===== config.mk =====
export PLATFORM = sky130hd
export DESIGN_NAME = uart_rx_framer
export DESIGN_NICKNAME = d
export VERILOG_FILES = /design/src/rtl/uart_rx_framer.sv
export SDC_FILE = /design/constraint.sdc
export NUM_CORES = 1
export LEC_CHECK = 0
export CORE_ASPECT_RATIO = 1.75
export CORE_MARGIN = 2
export CORE_UTILIZATION = 45
export DETAILED_ROUTE_END_ITERATION = 8
export MAX_ROUTING_LAYER = met4
export PLACE_DENSITY = 0.64
export SETUP_SLACK_MARGIN = 0.02
export SYNTH_ARGS = -nofsm -noshare
export SYNTH_HDL_FRONTEND = slang
export SYNTH_SLANG_ARGS = --single-unit
export TNS_END_PERCENT = 20

===== constraint.sdc =====
create_clock -name clk -period 4.4 [get_ports clk]
set_input_delay 0.44 -clock clk [delete_from_list [all_inputs] [get_ports clk]]
set_output_delay 0.44 -clock clk [all_outputs]
set_load 0.01 [all_outputs]

===== src/rtl/uart_rx_framer.sv =====
// uart_rx_framer: oversampled serial receive framer.
// Synchronises the idle-high serial line, finds the start bit, samples each
// bit at its centre (LSB first), assembles DATA_BITS into a word and checks
// the stop bit. Good frames update rx_data with a one-cycle rx_valid pulse.
// Build option: define UART_RX_PARITY_EN to insert a parity bit (even when
// PARITY_ODD=0, odd when PARITY_ODD=1) between the data and the stop bit.
module uart_rx_framer #(
    parameter int DATA_BITS  = 8,
    parameter int OVERSAMPLE = 16,
    parameter int PARITY_ODD = 0
) (
    input  logic                 clk,
    input  logic                 rst,
    input  logic                 data,
    output logic                 en,
    output logic                 busy,
    output logic [DATA_BITS-1:0] rx_data,
    output logic                 rx_valid,
    output logic                 frame_err,
    output logic                 parity_err
);

    localparam int CNT_W = $clog2(OVERSAMPLE);
    localparam int IDX_W = $clog2(DATA_BITS + 1);
    localparam logic [CNT_W-1:0] CNT_HALF = CNT_W'(OVERSAMPLE / 2 - 1);
    localparam logic [CNT_W-1:0] CNT_LAST = CNT_W'(OVERSAMPLE - 1);
    localparam logic [CNT_W-1:0] CNT_ONE  = CNT_W'(1);
    localparam logic [IDX_W-1:0] IDX_LAST = IDX_W'(DATA_BITS - 1);
    localparam logic [IDX_W-1:0] IDX_ONE  = IDX_W'(1);

    if (DATA_BITS < 5 || DATA_BITS > 9 || OVERSAMPLE < 4 || (OVERSAMPLE % 2) != 0 ||
        PARITY_ODD < 0 || PARITY_ODD > 1) begin : g_bad_params
        $error("uart_rx_framer: illegal parameter set");
    end

    typedef enum logic [2:0] {
        IDLE,
        START,
        DATA,
`ifdef UART_RX_PARITY_EN
        PARITY,
`endif
        STOP,
        WAIT_HIGH
    } state_t;

    state_t               state;
    state_t               state_next;
    logic                 data_p0;
    logic                 data_p1;
    logic                 data_s;
    logic [CNT_W-1:0]     bit_cnt;
    logic [IDX_W-1:0]     idx;
    logic [DATA_BITS-1:0] shift;
    logic                 bit_tick;

`ifdef UART_RX_PARITY_EN
    logic                 par_bad;

    // Expected parity bit for the assembled word.
    function automatic logic parity_bit(input logic [DATA_BITS-1:0] w);
        return (^w) ^ (PARITY_ODD != 0);
    endfunction
`endif

    assign data_s   = data_p1;
    assign bit_tick = (bit_cnt == CNT_LAST);

    // Two-flop synchroniser; resets to the idle (high) line level.
    always_ff @(posedge clk) begin
        if (rst) begin
            data_p0 <= 1'b1;
            data_p1 <= 1'b1;
        end else begin
            data_p0 <= data;
            data_p1 <= data_p0;
        end
    end

    // State register.
    always_ff @(posedge clk) begin
        if (rst) begin
            state <= IDLE;
        end else begin
            state <= state_next;
        end
    end

    // Next-state decode and status outputs.
    always_comb begin
        state_next = state;
        en         = 1'b0;
        busy       = (state != IDLE);
        case (state)
            IDLE: begin
                if (!data_s) begin
                    state_next = START;
                end
            end
            START: begin
                if (bit_cnt == CNT_HALF) begin
                    state_next = data_s ? IDLE : DATA;
                end
            end
            DATA: begin
                en = 1'b1;
                if (bit_tick && idx == IDX_LAST) begin
`ifdef UART_RX_PARITY_EN
                    state_next = PARITY;
`else
                    state_next = STOP;
`endif
                end
            end
`ifdef UART_RX_PARITY_EN
            PARITY: begin
                en = 1'b1;
                if (bit_tick) begin
                    state_next = STOP;
                end
            end
`endif
            STOP: begin
                if (bit_tick) begin
                    state_next = data_s ? IDLE : WAIT_HIGH;
                end
            end
            WAIT_HIGH: begin
                if (data_s) begin
                    state_next = IDLE;
                end
            end
            default: begin
                state_next = IDLE;
            end
        endcase
    end

    // Oversample counter; the start-detect cycle already counts as the first
    // cycle of the start bit, so START is entered with the count at 1.
    always_ff @(posedge clk) begin
        if (rst) begin
            bit_cnt <= '0;
        end else if (state_next != state) begin
            bit_cnt <= (state == IDLE) ? CNT_ONE : '0;
        end else if (state == IDLE || bit_tick) begin
            bit_cnt <= '0;
        end else begin
            bit_cnt <= bit_cnt + CNT_ONE;
        end
    end

    // Bit assembly, parity capture and end-of-frame result pulses.
    always_ff @(posedge clk) begin
        if (rst) begin
            idx        <= '0;
            shift      <= '0;
            rx_data    <= '0;
            rx_valid   <= 1'b0;
            frame_err  <= 1'b0;
`ifdef UART_RX_PARITY_EN
            par_bad    <= 1'b0;
            parity_err <= 1'b0;
`endif
        end else begin
            rx_valid   <= 1'b0;
            frame_err  <= 1'b0;
`ifdef UART_RX_PARITY_EN
            parity_err <= 1'b0;
`endif
            if (state == START) begin
                idx <= '0;
`ifdef UART_RX_PARITY_EN
                par_bad <= 1'b0;
`endif
            end
            if (state == DATA && bit_tick) begin
                for (int i = 0; i < DATA_BITS; i++) begin
                    if (idx == IDX_W'(i)) begin
                        shift[i] <= data_s;
                    end
                end
                idx <= idx + IDX_ONE;
            end
`ifdef UART_RX_PARITY_EN
            if (state == PARITY && bit_tick) begin
                par_bad <= (data_s != parity_bit(shift));
            end
`endif
            if (state == STOP && bit_tick) begin
                if (!data_s) begin
                    frame_err <= 1'b1;
`ifdef UART_RX_PARITY_EN
                end else if (par_bad) begin
                    parity_err <= 1'b1;
`endif
                end else begin
                    rx_data  <= shift;
                    rx_valid <= 1'b1;
                end
            end
        end
    end

`ifndef UART_RX_PARITY_EN
    assign parity_err = 1'b0;
`endif

endmodule


==> impl_metrics.env, run 1 <==
export IMPL_post_route_cell_area_um2=1650
export IMPL_cellLeakagePower_nw=0.710
export IMPL_clock_sinks=31
export IMPL_htreeDepth=2
export IMPL_power_switching_mw=0.124
export IMPL_slew_limit_headroom_pct=35.1
export IMPL_synth_edf_count=0
export IMPL_synth_net_count=161
export IMPL_cp_data_arrival_time_ns=2.06
export IMPL_numPortBuffers=14
export IMPL_synth_seq_cells=31
export IMPL_p_total_mw=0.557
export IMPL_clock_fmax_mhz=401
export IMPL_drt_iter0_markers=31
export IMPL_critPathRequiredTime_ns=3.96
export IMPL_grt_pass1_vias=1100
export IMPL_setup_viol=0
export IMPL_cp_end_kind="primary output"
export IMPL_finalMaxSlewViolations=0
export IMPL_insertion_delay_ns=0.29
export IMPL_cts_tree="yes"
export IMPL_comb_power_share_pct=3.6
export IMPL_path_max_fanout=13
export IMPL_place_area_um2=1550
export IMPL_vias=1067
export IMPL_tightest_slew_ns=0.970
export IMPL_gp_congestion=0.848
export IMPL_nets=171
export IMPL_cts_resized=0
export IMPL_dp_final_hpwl_um=1990
export IMPL_dr_pass1_iters=4
export IMPL_remaining_drc_errors=0
export IMPL_layout_min_cycle_time_ns=2.50
export IMPL_yosysWarnings=0
export IMPL_pin_count=16
export IMPL_root_buffer="clkbuf_8"
export IMPL_vias_per_cell=5.15
export IMPL_synthCells=153
export IMPL_drive_above_1_share_pct=11.6
export IMPL_p_sw_share_pct=22.3
export IMPL_async_flop_share_pct=0
export IMPL_p_int_mw=0.433
export IMPL_clkPwrFrac_pct=45.0
export IMPL_grt_usage_pct=19.1
export IMPL_tns_ns=0
export IMPL_ant_nets=0
export IMPL_rows=27
export IMPL_max_cap_violations=0
export IMPL_seq_area_frac_synth_pct=43.7
export IMPL_rsz0062_at_grt="no"
export IMPL_status="finished, final reports clean"
export IMPL_grt_pass1_wl_um=4770
export IMPL_synth_area_um2=1420
export IMPL_numCtsBuffers=5
export IMPL_post_cts_setup_buffers=0
export IMPL_grt_max_degree=30
export IMPL_die_w_um=46.4
export IMPL_drt_wl_total_um=2760
export IMPL_startpoint_type="flip-flop"
export IMPL_dieArea_um2=3640
export IMPL_core_um2=3070
export IMPL_ys_types=35
export IMPL_area_growth_pct=16.2
export IMPL_die_h_um=78.3
export IMPL_hold_class="reg -> reg"
export IMPL_post_drt_wl_per_cell_um=13.3
export IMPL_crit_type="reg -> out"
export IMPL_power_density_nw_per_um2=338
export IMPL_path_clk_slew_ns=0.07
export IMPL_antenna_found_initial=0
export IMPL_skew_ns=0.00478
export IMPL_n_antenna_cell=0
export IMPL_synth_main_ff_cell="dfxtp_1"
export IMPL_syn_area_per_cell_um2=9.27
export IMPL_holdBufCountCts=0
export IMPL_power_frac_seq_pct=51.4
export IMPL_vdd_ir_drop_worst_uv=220
export IMPL_initial_core_util_pct=46.2
export IMPL_hold_viol=0
export IMPL_fin_crit_sh_pct=56.7
export IMPL_gr_total_overflow=0
export IMPL_clock_path_buffers=2
## power groups by stage
stage          clock [mW]  sequential [mW]  combinational, mW
6_report            0.251            0.286             0.0201
5_1_grt             0.272            0.287             0.0226
4_1_cts             0.259            0.286             0.0201
3_5_place_dp            0            0.293             0.0200
3_3_place_gp            0            0.293             0.0193
2_1_floorplan           0            0.291             0.0167
## routing by layer
metal  wire [µm]  up-vias  track usage [%]
li1            -      540                -
met1        1070      503             18.6
met2        1520       17             31.0
met3         105        7             7.59
met4          65        0             10.0
met5           0        -                -
## path summary, 6_finish.rpt
path / slack [ns] / depth (start not counted) / endpoint / start
setup / recovery: 1.90 / 3 / en / state[2]
hold / removal: 0.42 / 1 / data_p1 / data_p0
setup reg to reg: 2.20 / 5 / rx_data[1] / bit_cnt[0]
hold reg to reg: 0.42 / 1 / data_p1 / data_p0
## stage by stage
| stage | utilization [%] | instances | hold slack (ns) | worst slack, ns |
|---|---|---|---|---|
| final | 53.6 | 207 | 0.416 | 1.90 |
| after global routing | 53.6 | 207 | 0.443 | 1.72 |
| after CTS | 53.6 | 207 | 0.419 | 1.92 |
| after detailed placement | 50.3 | 199 | 0.404 | 2.10 |
| after global placement | 50.3 | 199 | 0.396 | 2.20 |
| after floorplan | - | 153 | 0.389 | 2.74 |
## flip-flops by register name, summed over array words and instances (netlist names)
signal     flops
bit_cnt        4
data_p0        1
data_p1        1
frame_err      1
idx            4
rx_data        8
rx_valid       1
shift          8
state          3
## critical path: stages, from the launching register on
cell and delay [ns]:
dfxtp_1 0.40, nor2_1 0.62, and2_1 0.22, clkdlybuf4s50_1 0.53
## cell usage after synthesis (all sizes together), types with 2 or more instances
cell    count  share of area [%]
dfxtp      31                 44
nor2       30                7.9
mux2i      16                 11
nand2       8                2.1
nand4       8                3.5
buf         7                3.7
ha          5                4.4
nand3       5                2.1
nor3        5                1.8
clkbuf      4                1.1
inv         4                1.1
mux2        4                3.4
nor2b       3                1.3
a31oi       2               0.88
and3        2               0.88
o21a        2                1.1
or2         2               0.88
xnor2       2                1.2
## cells by family after synthesis
| logic type | Yosys count | synth area share (%) |
|---|---|---|
| adder cells (fa/ha/maj) | 5 | 4.41 |
| AND/OR/NAND/NOR | 68 | 23.2 |
| other | 1 | 0.264 |
| multiplexers | 20 | 14.7 |
| flip-flops | 31 | 43.7 |
| AO/OA/AOI/OAI | 10 | 6.00 |
| XOR/XNOR | 3 | 1.85 |
| buffers and inverters | 15 | 5.82 |
## layout make-up
class / count / area [µm²]
sequential: 31 / 621
clock buffer: 7 / 96.3
fill: 304 / 1430
clock inverter: 1 / 7.51
multi-input combinational: 107 / 716
inverter: 4 / 15.0
tap: 43 / 53.8
timing repair buffer: 14 / 140
## layout by cell type, fill, tap and decap left out, types with 3 or more instances in the layout
master / n
mux2i_1: 16
clkbuf_8: 7
nor2_1: 30
nand4_1: 8
clkdlybuf4s50_1: 14
nand3_1: 4
mux2_2: 3
inv_1: 4
nor3_1: 5
nor2b_1: 3
nand2_1: 8
dfxtp_1: 31
ha_1: 5
Note: power is estimated with default switching activity, not from simulation.
==> run 2, diff against run 1 <==
Clock period 4.4 ns to 2.5 ns, I/O delays scaled along.
==> impl_metrics.env, run 2 (synthesis gave the netlist of run 1 again) <==
export IMPL_setup_viol=0
export IMPL_holdPathStages=1
export IMPL_power_density_nw_per_um2=584
export IMPL_fin_crit_sh_pct=92.0
export IMPL_die_h_um=78.3
export IMPL_place_area_um2=1570
export IMPL_skew_ns=0.00717
export IMPL_antenna_found_initial=0
export IMPL_rows=27
export IMPL_num_fill_cells=300
export IMPL_nets=174
export IMPL_pin_count=16
export IMPL_area_growth_pct=17.8
export IMPL_vdd_ir_drop_worst_uv=521
export IMPL_clock_fmax_mhz=435
export IMPL_tightest_slew_ns=0.751
export IMPL_grt_util_met3_pct=5.98
export IMPL_die_w_um=46.4
export IMPL_r2r_slack_ns=0.67
export IMPL_path_clk_slew_ns=0.06
export IMPL_vias_per_cell=5.18
export IMPL_grt_pass1_vias=1042
export IMPL_initial_core_util_pct=46.2
export IMPL_core_um2=3070
export IMPL_busiest_layer="met2"
export IMPL_cts_tree="yes"
export IMPL_n_antenna_cell=0
export IMPL_grtUsageMet1_pct=18.5
export IMPL_worstPathCellList="nor2_1, and2_1, clkdlybuf4s50_1"
export IMPL_ant_nets=0
export IMPL_vias=1088
export IMPL_crit_family="simple AND/OR/NAND/NOR gates"
export IMPL_tns_ns=0
export IMPL_instances_no_fill=210
export IMPL_gr_total_overflow=0
export IMPL_gp_congestion=0.827
export IMPL_layout_commonest_cell="dfxtp_1"
export IMPL_final_util_pct=54.4
export IMPL_cp_data_arrival_time_ns=2.05
export IMPL_dr_pass1_iters=4
export IMPL_drt_wl_total_um=2760
export IMPL_path_max_fanout=13
export IMPL_root_buffer="clkbuf_8"
export IMPL_mostFrequentLayoutCells="31 x dfxtp_1, 30 x nor2_1, 16 x mux2i_1"
export IMPL_status="finished, final reports clean"
export IMPL_cp_num_cells=3
export IMPL_drt_iter0_markers=13
export IMPL_holdBufCountCts=0
export IMPL_finalMaxSlewViolations=0
export IMPL_multi_input_area_um2=716
export IMPL_cpPeakStageDelay_ns=0.62
export IMPL_hold_slack_ns=0.413
export IMPL_grt_use_met2_pct=28.2
export IMPL_htreeDepth=2
export IMPL_cp_end_kind="primary output"
export IMPL_hold_viol=0
export IMPL_grt_usage_pct=17.8
export IMPL_slowest_stage="nor2_1"
export IMPL_numPortBuffers=14
export IMPL_biggestRegsByFlops="rx_data: 8 flops, shift: 8 flops"
export IMPL_grt_pass1_wl_um=4530
export IMPL_startpoint_type="flip-flop"
export IMPL_layout_min_cycle_time_ns=2.30
export IMPL_insertion_delay_ns=0.29
export IMPL_numCtsBuffers=5
export IMPL_seq_area_um2=621
export IMPL_max_cap_violations=0
export IMPL_dieArea_um2=3640
export IMPL_clock_path_buffers=2
export IMPL_slew_limit_headroom_pct=49.7
export IMPL_cts_resized=0
export IMPL_r2r_worst_path_cells=7
export IMPL_drive_above_1_share_pct=13.2
export IMPL_critPathRequiredTime_ns=2.25
export IMPL_critical_path_buf_inv_count=1
export IMPL_remaining_drc_errors=0
export IMPL_dp_final_hpwl_um=2020
export IMPL_dp_cells=202
export IMPL_clock_sinks=31
export IMPL_hold_class="reg -> reg"
export IMPL_post_drt_wl_per_cell_um=13.1
export IMPL_post_route_cell_area_um2=1670
export IMPL_post_cts_setup_buffers=0
export IMPL_crit_type="reg -> out"
export IMPL_rsz0062_at_grt="no"
export IMPL_grt_max_degree=24
export IMPL_cellLeakagePower_nw=0.725
## run 2: changes by cell type in the layout (fill, tap and decap cells not counted), sizes merged
cell  change
buf       +3
## run 2: final cells by class
type	instances	area share (%)
Multi-Input combinational cell	107	42.8
Clock buffer	7	5.76
Sequential cell	31	37.1
Inverter	4	0.898
Tap cell	43	3.22
Timing Repair Buffer	17	9.73
Clock inverter	1	0.449
## run 2: stage by stage
step | total power, mW | setup slack (ns)
final | 0.977 | 0.199
after global routing | 1.02 | 0.111
after CTS | 0.992 | 0.243
after detailed placement | 0.552 | 0.562
after global placement | 0.551 | 0.618
after floorplan | 0.541 | 0.842
## run 2: path summary, 6_finish.rpt
| path | endpoint | from |
|---|---|---|
| worst min register to register | data_p1 | data_p0 |
| worst min-delay path | data_p1 | data_p0 |
| worst max register to register | rx_data[1] | bit_cnt[0] |
| worst max-delay path | en | state[2] |
## run 2: metal layers
metal / routed length (µm) / vias to the layer above / share of wire (%)
met2: 1510 / 17 / 55
met1: 1080 / 516 / 39
met5: 0 / - / 0
li1: - / 547 / -
met4: 87 / 0 / 3.2
met3: 84 / 8 / 3.0
## run 2: power breakdown
part | internal (mW) | switching (mW) | total (mW)
Combinational | 0.0156 | 0.0214 | 0.0369
Sequential | 0.498 | 0.00597 | 0.504
Clock | 0.250 | 0.186 | 0.436
Total | 0.763 | 0.213 | 0.977
==> RTL edit 1: new RTL, settings of run 2 <==
Put one more register stage on the output `frame_err`, without a reset. The value now appears one clock later. The other outputs are not delayed to match.
--- a/src/rtl/uart_rx_framer.sv
+++ b/src/rtl/uart_rx_framer.sv
@@ -30,2 +30,4 @@
 
+    logic frame_err_s0;
+
     if (DATA_BITS < 5 || DATA_BITS > 9 || OVERSAMPLE < 4 || (OVERSAMPLE % 2) != 0 ||
@@ -159,3 +161,3 @@
             rx_valid   <= 1'b0;
-            frame_err  <= 1'b0;
+            frame_err_s0 <= 1'b0;
 `ifdef UART_RX_PARITY_EN
@@ -166,3 +168,3 @@
             rx_valid   <= 1'b0;
-            frame_err  <= 1'b0;
+            frame_err_s0 <= 1'b0;
 `ifdef UART_RX_PARITY_EN
@@ -191,3 +193,3 @@
                 if (!data_s) begin
-                    frame_err <= 1'b1;
+                    frame_err_s0 <= 1'b1;
 `ifdef UART_RX_PARITY_EN
@@ -208,2 +210,6 @@
 
+    always_ff @(posedge clk) begin
+        frame_err <= frame_err_s0;
+    end
+
 endmodule
Function: same outputs for any inputs over 10 cycles, from zero or initial values and one cycle with rst high; that may be too few to reach the edited logic, so the function may still have changed.
==> RTL edit 1 against run 2 <==
Synthesized cell count rose by 0.65%; total power rose by 5.6%; via count rose by 1.2%; final area rose by 1.4%; hold slack got worse by 0.082 ns; critical path depth did not move; setup slack improved by 0.026 ns; sequential power rose by 3%; die area rose by 1.3%; synthesized area rose by 1.4%; sequential cell count rose by 1; clock skew fell by 0.00061 ns; routed wire length fell by 2.8%; critical path type unchanged; largest power group unchanged.
==> RTL edit 1: results (changes against run 2) <==
nClkBuffers: 6  # -1
synthTopCellsByArea: "dfxtp_1 45%, mux2i_1 11%, nor2_1 7.8%"
seq_area_share_pct: 37.8  # +0.66 points
postSynthAreaPerCell_um2: 9.34  # +0.75%
worst-slew-pin-transition_ns: 0.726  # -0.0252 ns
leakagePower_nw: 0.737  # +1.8%
status: "completed"
wirelength_mm: 2.68  # -2.8%
layout-drive-gt1-share_pct: 12.5  # -0.67 points
finClkSkew_ns: 0.00656  # -0.000606 ns
multi_input_area_share_pct: 42.2  # -0.60 points
holdWs_ns: 0.331  # -0.0816 ns
grt_use_total_pct: 17.8  # -0.039 points
nonClkBufAreaFrac_pct: 9.59  # -0.14 points
dpl.hpwl_mm: 1.91  # -5.1%
dp_cells: 203  # +0.50%
syn-num-nets: 162  # +0.62%
clockNetworkAreaShare_pct: 6.35  # +0.13 points
ys_seq_area_share_pct: 44.5  # +0.78 points
use_met3_pct: 5.00  # -0.98 points
gp_congestion: 0.812  # -1.7%
synthTopCellsByCount: "32 x dfxtp_1, 30 x nor2_1, 16 x mux2i_1"
use_met2_pct: 30.0  # +1.8 points
cts_sinks: 32  # +3.2%
wl_met1_mm: 1.06  # -1.8%
placed_area_mm2: 0.00159  # +1.3%
first_iter_violations: 30  # +17
grt_first_pass_wirelength_mm: 4.60  # +1.5%
slowest_delay_ns: 0.60  # -0.02 ns
r2r-end: "rx_data[0]"
post_drt_wl_per_cell_um: 12.7  # -3.3%
met3_length_um: 89  # +6.0%
met1_usage_pct: 16.9  # -1.6 points
holdPathEnd: "frame_err"
wl_met2_mm: 1.47  # -2.1%
-- RTL edit 1: cells by family after synthesis --
| kind of cell | count (synthesis) | share of synthesized area [%] |
|---|---|---|
| and+or+nand+nor | 68 | 22.9 |
| muxes | 20 | 14.5 |
| AOI/OAI and AO/OA | 10 | 5.91 |
| DFF | 32 | 44.5 |
| other | 1 | 0.261 |
| buffers and inverters | 15 | 5.74 |
| xor gates and xnor gates | 3 | 1.83 |
| adders and majority gates | 5 | 4.35 |
-- RTL edit 1: power by group --
| group | leakage (nW) | internal [W] | total (W) | switching [W] |
|---|---|---|---|---|
| Combinational | 0.424 | 0.0000156 | 0.0000366 | 0.0000209 |
| Clock | 0.0552 | 0.000295 | 0.000475 | 0.000180 |
| Sequential | 0.258 | 0.000514 | 0.000519 | 0.00000566 |
-- RTL edit 1: per-stage QoR --
step	setup slack [ns]	total power (W)
final	0.225	0.00103
after global routing	0.0811	0.00107
after global placement	0.609	0.000567
after detailed placement	0.552	0.000568
after floorplan	0.842	0.000558
after CTS	0.225	0.00105
==> RTL edit 2: new RTL, config.mk and constraints of run 2 <==
Made on the original files. Add a define of `UART_RX_PARITY_EN`.
--- a/src/rtl/uart_rx_framer.sv
+++ b/src/rtl/uart_rx_framer.sv
@@ -6,2 +6,4 @@
 // PARITY_ODD=0, odd when PARITY_ODD=1) between the data and the stop bit.
+`define UART_RX_PARITY_EN
+
 module uart_rx_framer #(
Formal check against the unedited RTL: same outputs for any inputs over 10 cycles, from zero or initial values and one cycle with rst high; that may be too few to reach the edited logic, so the function may still have changed.
==> RTL edit 2 against run 2 <==
Via count is 17% higher; routed wire length is 19% higher; synthesized area is 10% higher; final area is 14% higher; setup slack better by 0.26 ns; critical path depth stayed put; hold slack worse by 0.0019 ns; sequential cell count is 2 higher; total power is 20% higher; critical path type unchanged; largest cell class unchanged.
==> RTL edit 2: results (changes against run 2) <==
antenna_found_initial: 0  # unchanged
ff2ff_path_depth: 5  # -2
gp_congestion: 0.929  # +12%
grt_use_total_pct: 18.6  # +0.80 points
crit_fanout: 15  # +2
p_sw_w: 0.000226  # +6.0%
syn-num-nets: 186  # +16%
critPathTopFamily: "flip-flops"
status: "completed"
synth-xor-area-share_pct: 6.15  # +4.3 points
dpl.hpwl_mm: 2.31  # +15%
layout.cells.non_filler: 240  # +14%
holdWs_ns: 0.411  # -0.00193 ns
grt_pass1_vias: 1228  # +18%
vdd_drop_max_mv: 0.392  # -25%
p_int_w: 0.000942  # +23%
slew_headroom_pct: 66.3  # +17 points
worstPathArrival_ns: 1.79  # -0.26 ns
final_nets: 202  # +16%
crit_slowest_cell: "dfxtp_1"
r2r-end: "rx_data[7]"
grt_first_pass_wirelength_mm: 5.43  # +20%
cp-startpoint: "state[1]"
ys_seq_area_share_pct: 42.1  # -1.6 points
layout-drive-gt1-share_pct: 10.3  # -2.9 points
synth.area.mux_share_pct: 11.7  # -3.1 points
dp_cells: 232  # +15%
synth_cell_type_count: 36  # +2.9%
cts_buffer_depth: 2  # unchanged
num_vias: 1269  # +17%
first_iter_violations: 33  # +20
fin_crit_sh_pct: 81.6  # -10 points
synth_fa_ha_area_share_pct: 3.99  # -0.42 points
leakagePower_nw: 0.800  # +10%
pwr.group.clock_w: 0.000595  # +36%
powerComb_w: 0.0000429  # +16%
grt_max_degree: 23  # -4.2%
synthTopCellsByCount: "33 x dfxtp_1, 32 x nor2_1, 16 x mux2i_1"
wirelength_mm: 3.27  # +19%
finClkSkew_ns: 0.00592  # -0.00125 ns
r2r_setup_slack_ns: 0.47  # -0.20 ns
synth-compound-area-share_pct: 7.58  # +1.6 points
synthTopCellsByArea: "dfxtp_1 42%, mux2i_1 10%, nor2_1 7.7%"
fillers: 324  # +8.0%
port_buffers: 15  # +1
postSynthAreaPerCell_um2: 8.81  # -5.0%
holdPathEnd: "data_p1"
placed_area_mm2: 0.00176  # +13%
slowest_delay_ns: 0.64  # +0.02 ns
==> RTL edit 2: cell count changes in the layout (fill, tap and decap cells not counted), sizes merged, moves of 4 or more <==
cell / run 2 / this run
a21oi: 1 / 7
nand4: 8 / 0
nand2: 8 / 14
xnor2: 2 / 8
o21ai: 0 / 4
==> RTL edit 2: layout make-up <==
type,count,area (um2),share of cell area (%)
Clock buffer,5,68.8,3.63
Clock inverter,3,65.1,3.43
Inverter,6,22.5,1.19
Multi-Input combinational cell,129,845,44.5
Sequential cell,33,661,34.8
Tap cell,45,56.3,2.97
Timing Repair Buffer,19,180,9.49
==> RTL edit 2: routing by layer <==
metal	track usage, %	vias to the layer above	part of all wire (%)
met5	-	-	0
met4	13.7	0	1.7
met3	4.18	6	4.3
met2	32.6	28	54
met1	18.0	602	40
li1	-	633	-
==> RTL edit 2: worst reg2reg max path: cells and delay by family, from the launching register on <==
family | cells | cell delay, ns
mux | 1 | 0.27
fa+ha+maj | 1 | 0.27
simple gates | 3 | 1.03
flops | 1 | 0.35
